## src/rtl/kernel_dispatcher.sv

```systemverilog
// Kernel launch unit: addressed DCR file plus block dispatch onto a pool of cores.
// Blocks go to the lowest-indexed free core; finished cores are refilled on the next edge.
module kernel_dispatcher #(
    parameter int unsigned DATA_WIDTH        = 8,
    parameter int unsigned NUM_CORES         = 2,
    parameter int unsigned THREADS_PER_BLOCK = 4,
    parameter int unsigned DCR_ADDR_WIDTH    = 2,
    localparam int unsigned TCW              = $clog2(THREADS_PER_BLOCK) + 1
) (
    input  logic                      clk,
    input  logic                      rst_n,
    input  logic                      dcr_write_enable,
    input  logic [DCR_ADDR_WIDTH-1:0] dcr_write_addr,
    input  logic [DATA_WIDTH-1:0]     dcr_write_data,
    input  logic                      start,
    input  logic                      abort,
    output logic                      done,
    output logic                      busy,
    output logic [DATA_WIDTH-1:0]     blocks_done,
    input  logic [NUM_CORES-1:0]      core_done,
    output logic [NUM_CORES-1:0]      core_start,
    output logic [NUM_CORES-1:0]      core_rst_n,
    output logic [DATA_WIDTH-1:0]     core_block_id     [NUM_CORES],
    output logic [TCW-1:0]            core_thread_count [NUM_CORES]
);

    typedef enum logic [1:0] {StIdle, StDispatch, StDone} state_e;
    typedef enum logic [1:0] {CoreFree, CoreReset, CoreRun} core_state_e;

    state_e                state_q, state_d;
    logic                  busy_q, busy_d;
    logic                  done_q, done_d;
    logic                  kill_q, kill_d;
    logic [DATA_WIDTH-1:0] blocks_done_q, blocks_done_d;
    logic [DATA_WIDTH-1:0] remaining_q, remaining_d;
    logic [DATA_WIDTH-1:0] next_id_q, next_id_d;
    logic [DATA_WIDTH-1:0] thread_count_q, thread_count_d;
    logic [TCW-1:0]        block_size_q, block_size_d;
    logic [DATA_WIDTH-1:0] block_id_base_q, block_id_base_d;

    core_state_e           core_state_q [NUM_CORES];
    core_state_e           core_state_d [NUM_CORES];
    logic [DATA_WIDTH-1:0] core_block_id_q [NUM_CORES];
    logic [DATA_WIDTH-1:0] core_block_id_d [NUM_CORES];
    logic [TCW-1:0]        core_thread_count_q [NUM_CORES];
    logic [TCW-1:0]        core_thread_count_d [NUM_CORES];

    logic                  all_free;
    logic                  assigned;
    logic [DATA_WIDTH-1:0] finished_cnt;
    logic [TCW-1:0]        blk_cnt;

    always_comb begin
        state_d             = state_q;
        busy_d              = busy_q;
        done_d              = done_q;
        kill_d              = 1'b0;
        remaining_d         = remaining_q;
        next_id_d           = next_id_q;
        thread_count_d      = thread_count_q;
        block_size_d        = block_size_q;
        block_id_base_d     = block_id_base_q;
        core_state_d        = core_state_q;
        core_block_id_d     = core_block_id_q;
        core_thread_count_d = core_thread_count_q;
        all_free            = 1'b1;
        assigned            = 1'b0;
        finished_cnt        = '0;

        for (int i = 0; i < int'(NUM_CORES); i++) begin
            if (core_state_q[i] != CoreFree) all_free = 1'b0;
        end
        blk_cnt = (32'(remaining_q) < 32'(block_size_q)) ? TCW'(remaining_q) : block_size_q;

        if (dcr_write_enable && !busy_q) begin
            case (32'(dcr_write_addr))
                32'd0: thread_count_d = dcr_write_data;
                32'd1: block_size_d = (dcr_write_data == '0 ||
                                       32'(dcr_write_data) > THREADS_PER_BLOCK) ?
                                      TCW'(THREADS_PER_BLOCK) : TCW'(dcr_write_data);
                32'd2: block_id_base_d = dcr_write_data;
                default: ;
            endcase
        end

        // core_done is only meaningful while a core is running a block
        for (int i = 0; i < int'(NUM_CORES); i++) begin
            case (core_state_q[i])
                CoreReset: core_state_d[i] = CoreRun;
                CoreRun: begin
                    if (core_done[i]) begin
                        core_state_d[i] = CoreFree;
                        finished_cnt    = finished_cnt + DATA_WIDTH'(1);
                    end
                end
                default: ;
            endcase
        end
        blocks_done_d = blocks_done_q + finished_cnt;

        unique case (state_q)
            StIdle, StDone: begin
                if (start) begin
                    // An empty kernel passes through one idle dispatch cycle with busy low
                    state_d       = StDispatch;
                    busy_d        = (thread_count_q != '0);
                    done_d        = 1'b0;
                    blocks_done_d = '0;
                    remaining_d   = thread_count_q;
                    next_id_d     = block_id_base_q;
                end
            end
            StDispatch: begin
                if (busy_q && abort) begin
                    state_d       = StIdle;
                    busy_d        = 1'b0;
                    done_d        = 1'b0;
                    kill_d        = 1'b1;
                    blocks_done_d = blocks_done_q;
                    for (int i = 0; i < int'(NUM_CORES); i++) core_state_d[i] = CoreFree;
                end else if (remaining_q == '0) begin
                    if (all_free) begin
                        state_d = StDone;
                        busy_d  = 1'b0;
                        done_d  = 1'b1;
                    end
                end else begin
                    for (int i = 0; i < int'(NUM_CORES); i++) begin
                        if (!assigned && core_state_q[i] == CoreFree) begin
                            assigned               = 1'b1;
                            core_state_d[i]        = CoreReset;
                            core_block_id_d[i]     = next_id_q;
                            core_thread_count_d[i] = blk_cnt;
                        end
                    end
                    if (assigned) begin
                        next_id_d   = next_id_q + DATA_WIDTH'(1);
                        remaining_d = remaining_q - DATA_WIDTH'(blk_cnt);
                    end
                end
            end
            default: state_d = StIdle;
        endcase
    end

    always_ff @(posedge clk) begin
        if (!rst_n) begin
            state_q         <= StIdle;
            busy_q          <= 1'b0;
            done_q          <= 1'b0;
            kill_q          <= 1'b1;
            blocks_done_q   <= '0;
            remaining_q     <= '0;
            next_id_q       <= '0;
            thread_count_q  <= '0;
            block_size_q    <= TCW'(THREADS_PER_BLOCK);
            block_id_base_q <= '0;
            for (int i = 0; i < int'(NUM_CORES); i++) begin
                core_state_q[i]        <= CoreFree;
                core_block_id_q[i]     <= '0;
                core_thread_count_q[i] <= '0;
            end
        end else begin
            state_q             <= state_d;
            busy_q              <= busy_d;
            done_q              <= done_d;
            kill_q              <= kill_d;
            blocks_done_q       <= blocks_done_d;
            remaining_q         <= remaining_d;
            next_id_q           <= next_id_d;
            thread_count_q      <= thread_count_d;
            block_size_q        <= block_size_d;
            block_id_base_q     <= block_id_base_d;
            core_state_q        <= core_state_d;
            core_block_id_q     <= core_block_id_d;
            core_thread_count_q <= core_thread_count_d;
        end
    end

    always_comb begin
        busy        = busy_q;
        done        = done_q;
        blocks_done = blocks_done_q;
        core_start  = '0;
        core_rst_n  = '0;
        for (int i = 0; i < int'(NUM_CORES); i++) begin
            core_start[i]        = (core_state_q[i] == CoreRun);
            core_rst_n[i]        = !kill_q && (core_state_q[i] != CoreReset);
            core_block_id[i]     = core_block_id_q[i];
            core_thread_count[i] = core_thread_count_q[i];
        end
    end

endmodule

```

## config.mk

```make
export PLATFORM = sky130hd
export DESIGN_NAME = kernel_dispatcher
export DESIGN_NICKNAME = d
export VERILOG_FILES = /design/src/rtl/kernel_dispatcher.sv
export SDC_FILE = /design/constraint.sdc
export NUM_CORES = 1
export LEC_CHECK = 0
export ABC_AREA = 1
export CAP_MARGIN = 10
export CORE_MARGIN = 2
export CORE_UTILIZATION = 35
export CTS_CLUSTER_SIZE = 16
export DETAILED_ROUTE_END_ITERATION = 8
export SLEW_MARGIN = 20
export SYNTH_ARGS = -nofsm -noshare
export SYNTH_HDL_FRONTEND = slang
export SYNTH_SLANG_ARGS = --single-unit
```

## constraint.sdc

```tcl
create_clock -name clk -period 2.4 [get_ports clk]
set_input_delay 0.72 -clock clk [delete_from_list [all_inputs] [get_ports clk]]
set_output_delay 0.72 -clock clk [all_outputs]
set_load 0.01 [all_outputs]
```

# Word level (Yosys, flattened, before mapping)
# Cells that the tools add are included.
# word_totals
in_bits	17
word_cells	123
out_inout_bits	36
register_bits	74
# classes
eq_ne	16
n_lt_le_gt_ge	2
bitwise_logic	2
n_addsub	4
reduce_logical	28
n_mux	55
# op_table
cell	n
two-way mux 8 bit	12
case mux 8 bit (2 select lines)	3
two-way mux 1 bit	22
adder 8 x 1 -> 8 bit (second input constant)	2
zero test 8 bit	2
two-way mux 2 bit	8
two-way mux 4 bit	3
case mux 2 bit (2 select lines)	3
AND reduction 4 bit	3
adder 8 bit	1
== test 2 x 1 -> 1 bit (second input constant)	4
== test 2 bit (second input constant)	4
greater-than comparator 8 x 3 -> 1 bit (second input constant)	1
zero test 2 bit	4
less-than comparator 8 x 3 -> 1 bit	1
inequality test 2 bit (second input constant)	4
nonzero test 8 bit	1
subtractor 8 x 3 -> 8 bit	1
two-way mux 3 bit	2
inequality test 3 bit (second input constant)	2
AND reduction 2 bit	3
nonzero test 2 bit	3
logical AND 1 bit	5
AND reduction 5 bit	1
other kinds (7)	12

# Depth between registers and ports, before layout
# depth
ltp_word	15
depth_mapped	20
depth_no_buf	20

# Worst setup path after synthesis
# Ideal clock, no wire load.
# synth_timing
path_type	reg2reg
start	reg remaining_q[1]
end	reg remaining_q[4]
required_time_ns	2.287
setup_slack_ns	0.023
period_less_slack_ns	2.377
arrival_time_ns	2.263
stages_incl_launch_ff	20
setup_time_ns	0.113
path_cell_list	dfxtp_1 ha_1 o21ai_0 nand2_1 nand2_1 nand2_1 nand2_1 o21ai_1 inv_1 ha_1 inv_1 fa_1 nand2_1 nand2_1 inv_1 nand2_1 nand3_1 o21ai_0 nor2_1 nor2_1
# synth_between
elab_chain_cells	7
elab_cells_between_ends	10
# synth_rtl
element	line	source
start, declared	35	logic [DATA_WIDTH-1:0] remaining_q, remaining_d;
start signal, assigned	169	remaining_q <= remaining_d;
less-than comparator 8 x 3 -> 1 bit	73	blk_cnt = (32'(remaining_q) < 32'(block_size_q)) ? TCW'(remaining_q) : block_size_q;
two-way mux 3 bit	73	
net blk_cnt[0]	51	logic [TCW-1:0] blk_cnt;
subtractor 8 x 3 -> 8 bit	138	remaining_d = remaining_q - DATA_WIDTH'(blk_cnt);
two-way mux 8 bit	136	if (assigned) begin
two-way mux 8 bit	121	end else if (remaining_q == '0) begin
two-way mux 8 bit	114	if (busy_q && abort) begin
case mux 8 bit (2 select lines)	101	unique case (state_q)
# The timed path passes the listed nets, and every way through them passes these cells. The select of a mux whose other input is x is not followed.
# A chain may end at the register's enable or synchronous reset.

# Final worst setup path
# layout_timing
start	reg block_size_q[1]
end	reg remaining_q[6]
# layout_between
elab_chain_cells	7
# layout_rtl
element	line	source
start, declared	38	logic [TCW-1:0] block_size_q, block_size_d;
start signal, assigned	156	block_size_q <= TCW'(THREADS_PER_BLOCK);
start signal, assigned	172	block_size_q <= block_size_d;
less-than comparator 8 x 3 -> 1 bit	73	
two-way mux 3 bit	73	
net blk_cnt[0]	51	
subtractor 8 x 3 -> 8 bit	138	
two-way mux 8 bit	136	
two-way mux 8 bit	121	
two-way mux 8 bit	114	
case mux 8 bit (2 select lines)	101	
# The timed path passes the listed nets, and every way through them passes these cells. The select of a mux whose other input is x is not followed.

==> metrics.md <==
| Metric | Value |
|---|---|
| Mux cell area share after synthesis | `0` |
| Status | `complete, no violations` |
| Post-synthesis sequential area ratio | `0.393` |
| Reg power frac | `0.360` |
| Mapped Cells | `around 500` |
| Initial core utilization | `0.363` |
| Clock tree buffer depth | `2` |
| Sw frac | `0.364` |
| Post-Place Cell Area | `roughly 0.0045 mm²` |
| Post-Synth Simple-Gate Area | `0.274` |
| CP max FO | `3` |
| Std-Cell Rows | `37` |
| Internal Power | `roughly 0.0026 W` |
| Slew headroom | `0.733` |
| Hold Fails Final Rpt | `0` |
| Xor/xnor share of the synthesized area | `0.00233` |
| List of most frequent post-synthesis cells | `nand2_1, nor2_1, dfxtp_1, inv_1, o21ai_0` |
| # port buffers | `between 50 and 60` |
| Synth warnings | `0` |
| RSZ-0062 raised after global routing | `true` |
| Top cells by area, synth | `dfxtp_1, nand2_1, nor2_1` |
| Die height | `around 110 µm` |
| Largest net degree at the start of global routing | `50` |
| P&R area growth vs syn | `29.3%` |
| Avg Cell Area, Syn | `between 7 and 8 µm²` |
| Largest family of logic cells by synthesized area | `simple AND/OR/NAND/NOR gates` |
| Starting DRT DRC Count | `218` |
| Clk network pwr share | `0.277` |
| Io pins | `53` |
| Critical path class | `reg -> reg` |
| CTS tree | `built` |
| Top FF cell, synth | `dfxtp_1` |
| Max H-tree Level | `3` |
| Slew Viols, Final | `0` |
| WL final | `between 9000 and 10,000 µm` |
| Gr usage total | `0.165` |
| Logic pwr share | `0.363` |
| Vias per inst | `around 4.8` |
| Synth Area in Compound Gates | `0.175` |
| Final instance area | `0.00487 mm²` |
| CTS Root Cell | `clkbuf_8` |
| Fin crit share | `0.965` |
| Yosys cell types | `40` |
| Worst Max-Slew Pin Slew | `between 0.3 and 0.4 ns` |
| Area leader, netlist | `dfxtp_1` |
| Clk_skew | `0.0118 ns` |
| Post-synth EDFFs | `0` |
| Final HPWL DP | `approximately 6700 µm` |
| Setup crit end kind | `flip-flop` |
| Core area | `~0.010 mm²` |
| Max Fclk | `between 0.4 and 0.5 GHz` |
| Top cell type's share of synthesized area | `0.393` |
| Via Count | `roughly 3,500` |
| CTS Sinks | `74` |
| Avg WL per Cell | `between 10 and 15 µm` |
| Worst-Skew Late Latency | `around 0.35 ns` |
| Net Count, Synth | `about 550` |
| GRT overflow | `0` |
| Routability Congestion | `0.842` |
| Vias in the first global route | `3,209` |
| Crit path cell chain | `inv_2 -> ha_4 -> o21ai_2 -> nand2_1 -> nand2_1 -> nand2_2 -> nand2_2 -> o21ai_2 -> inv_1 -> ha_2 -> inv_2 -> fa_2 -> nand2_2 -> nand2_2 -> inv_2 -> nand2_1 -> nand2_1 -> nand3_1 -> nand3_1 -> a21oi_1` |
| CTS clk-pin slew, worst paths | `~0.090 ns` |
| Adder-Cell Fraction of Synth Area | `0.0671` |
| Pwr Total | `about 0.004 W` |
| Final antenna-violating net count | `0` |
| CP required | `roughly 2.6 ns` |
| Slowest cell delay on critical path | `between 0.3 and 0.4 ns` |
| CP arrival | `around 2.6 ns` |
| Netlist Area Pre-Place | `roughly 0.0038 mm²` |
| Setup-failing EPs final | `0` |
| CTS Buf Count | `9` |
| Die X | `108 µm` |
| Fin Hold WS | `approximately 0.47 ns` |
| Synth async-reset ratio | `0` |
| Max-Cap Viols | `0` |
| Fin crit period | `between 2 and 2.5 ns` |
| Switching Power | `around 0.0015 W` |
| Number of iterations in the first detailed-routing pass | `4` |
| Layout cells sized above 1 | `0.174` |
| Max VDD drop | `approximately 340 µV` |
| Most common cell in the netlist | `nand2_1` |
| Yosys reg bits | `74` |
| Hold crit path type | `reg -> reg` |
| CP Launch Type | `flip-flop` |
| First-pass GRT wire length | `15,300 µm` |
| # fillers | `1,049` |
| Die ar. | `roughly 0.012 mm²` |
| Worst path top cell family by delay | `adder cells` |
| CP max-delay cell | `fa_2` |
| Final nets | `roughly 620` |
| Initial antenna violation count | `0` |
| Antenna Cells | `0` |
| DR DRC count | `0` |
| WP buf/inv | `4` |
| Leakage | `roughly 2.1 nW` |
| PD cells | `about 820 mW/mm²` |
-- routing by layer --
metal  vias up  GRT usage  part of all wire
li1       1817          -                 -
met1      1589      0.232              0.50
met2        85      0.254              0.44
met3         9     0.0309             0.043
met4         0     0.0577             0.015
met5         -          0                 0
-- final cells by class --
| cell class | instances | area [µm²] | area share |
|---|---|---|---|
| clock buffers | 9 | 124 | 0.0254 |
| clock inverters | 7 | 101 | 0.0208 |
| inverters | 60 | 229 | 0.0470 |
| multi-input cells | 365 | 2020 | 0.415 |
| flip-flops and latches | 74 | 1490 | 0.305 |
| well taps | 136 | 170 | 0.0350 |
| repair buffers | 78 | 734 | 0.151 |
-- final timing paths --
check | from | to | slack [ns] | depth (start not counted)
hold / removal | core_block_id[15] | core_block_id[15] | 0.47 | 2
hold reg to reg | core_block_id[15] | core_block_id[15] | 0.47 | 2
setup reg to reg | block_size_q[1] | remaining_q[6] | 0.08 | 20
setup / recovery | block_size_q[1] | remaining_q[6] | 0.08 | 20
-- cell usage in the layout (no fill, tap or decap), drive strengths merged, types with 3 or more instances in the layout --
master           n
a21oi           48
buf             26
clkbuf           9
clkdlybuf4s50   48
clkinv           4
dfxtp           74
dlymetal6s2s     3
ha              17
inv             59
nand2          105
nand3           20
nand4            7
nor2            86
nor3             4
o21ai           63
-- what timing repair did --
item,in CTS,in global routing
endpoints found under the hold margin,0,0
setup endpoints to repair,7,11
resized for setup,9,25
hold buffers,0,0
setup buffers,2,2
pin swaps,3,13
-- state kept, by name (all words and copies together) (netlist names) --
register / count
done: 1
state_q: 2
kill_q: 1
block_id_base_q: 8
core_state_q: 4
next_id_q: 8
thread_count_q: 8
remaining_q: 8
core_block_id: 16
blocks_done: 8
core_thread_count: 6
busy: 1
block_size_q: 3
-- per-stage QoR --
step,utilization,setup TNS (ns),cells,setup slack [ns]
4_1_cts,0.461,0,727,0.00649
3_5_place_dp,0.437,-2.00,709,-0.545
5_1_grt,0.469,-0.0971,729,-0.0592
3_3_place_gp,0.437,-1.62,709,-0.481
2_1_floorplan,-,0,515,0.0234
6_report,0.469,0,729,0.0829
-- logic make-up after synthesis --
| family | after synthesis |
|---|---|
| and+or+nand+nor | 225 |
| AOI/OAI and AO/OA | 120 |
| buffers and inverters | 76 |
| DFF | 74 |
| adders and majority gates | 19 |
| xor gates and xnor gates | 1 |
-- tightest hold or removal path, stage by stage (launching register included) --
cell,delay (ns)
dfxtp_1,0.32
nand2_1,0.06
a21oi_1,0.06
-- power groups by stage --
stage | sequential (W) | clock (W) | combinational [W]
2_1_floorplan | 0.00147 | 0 | 0.000881
3_3_place_gp | 0.00146 | 0 | 0.00130
3_5_place_dp | 0.00146 | 0 | 0.00132
4_1_cts | 0.00144 | 0.00114 | 0.00134
5_1_grt | 0.00146 | 0.00119 | 0.00162
6_report | 0.00144 | 0.00111 | 0.00145
Power figures use the tool's default switching activity.
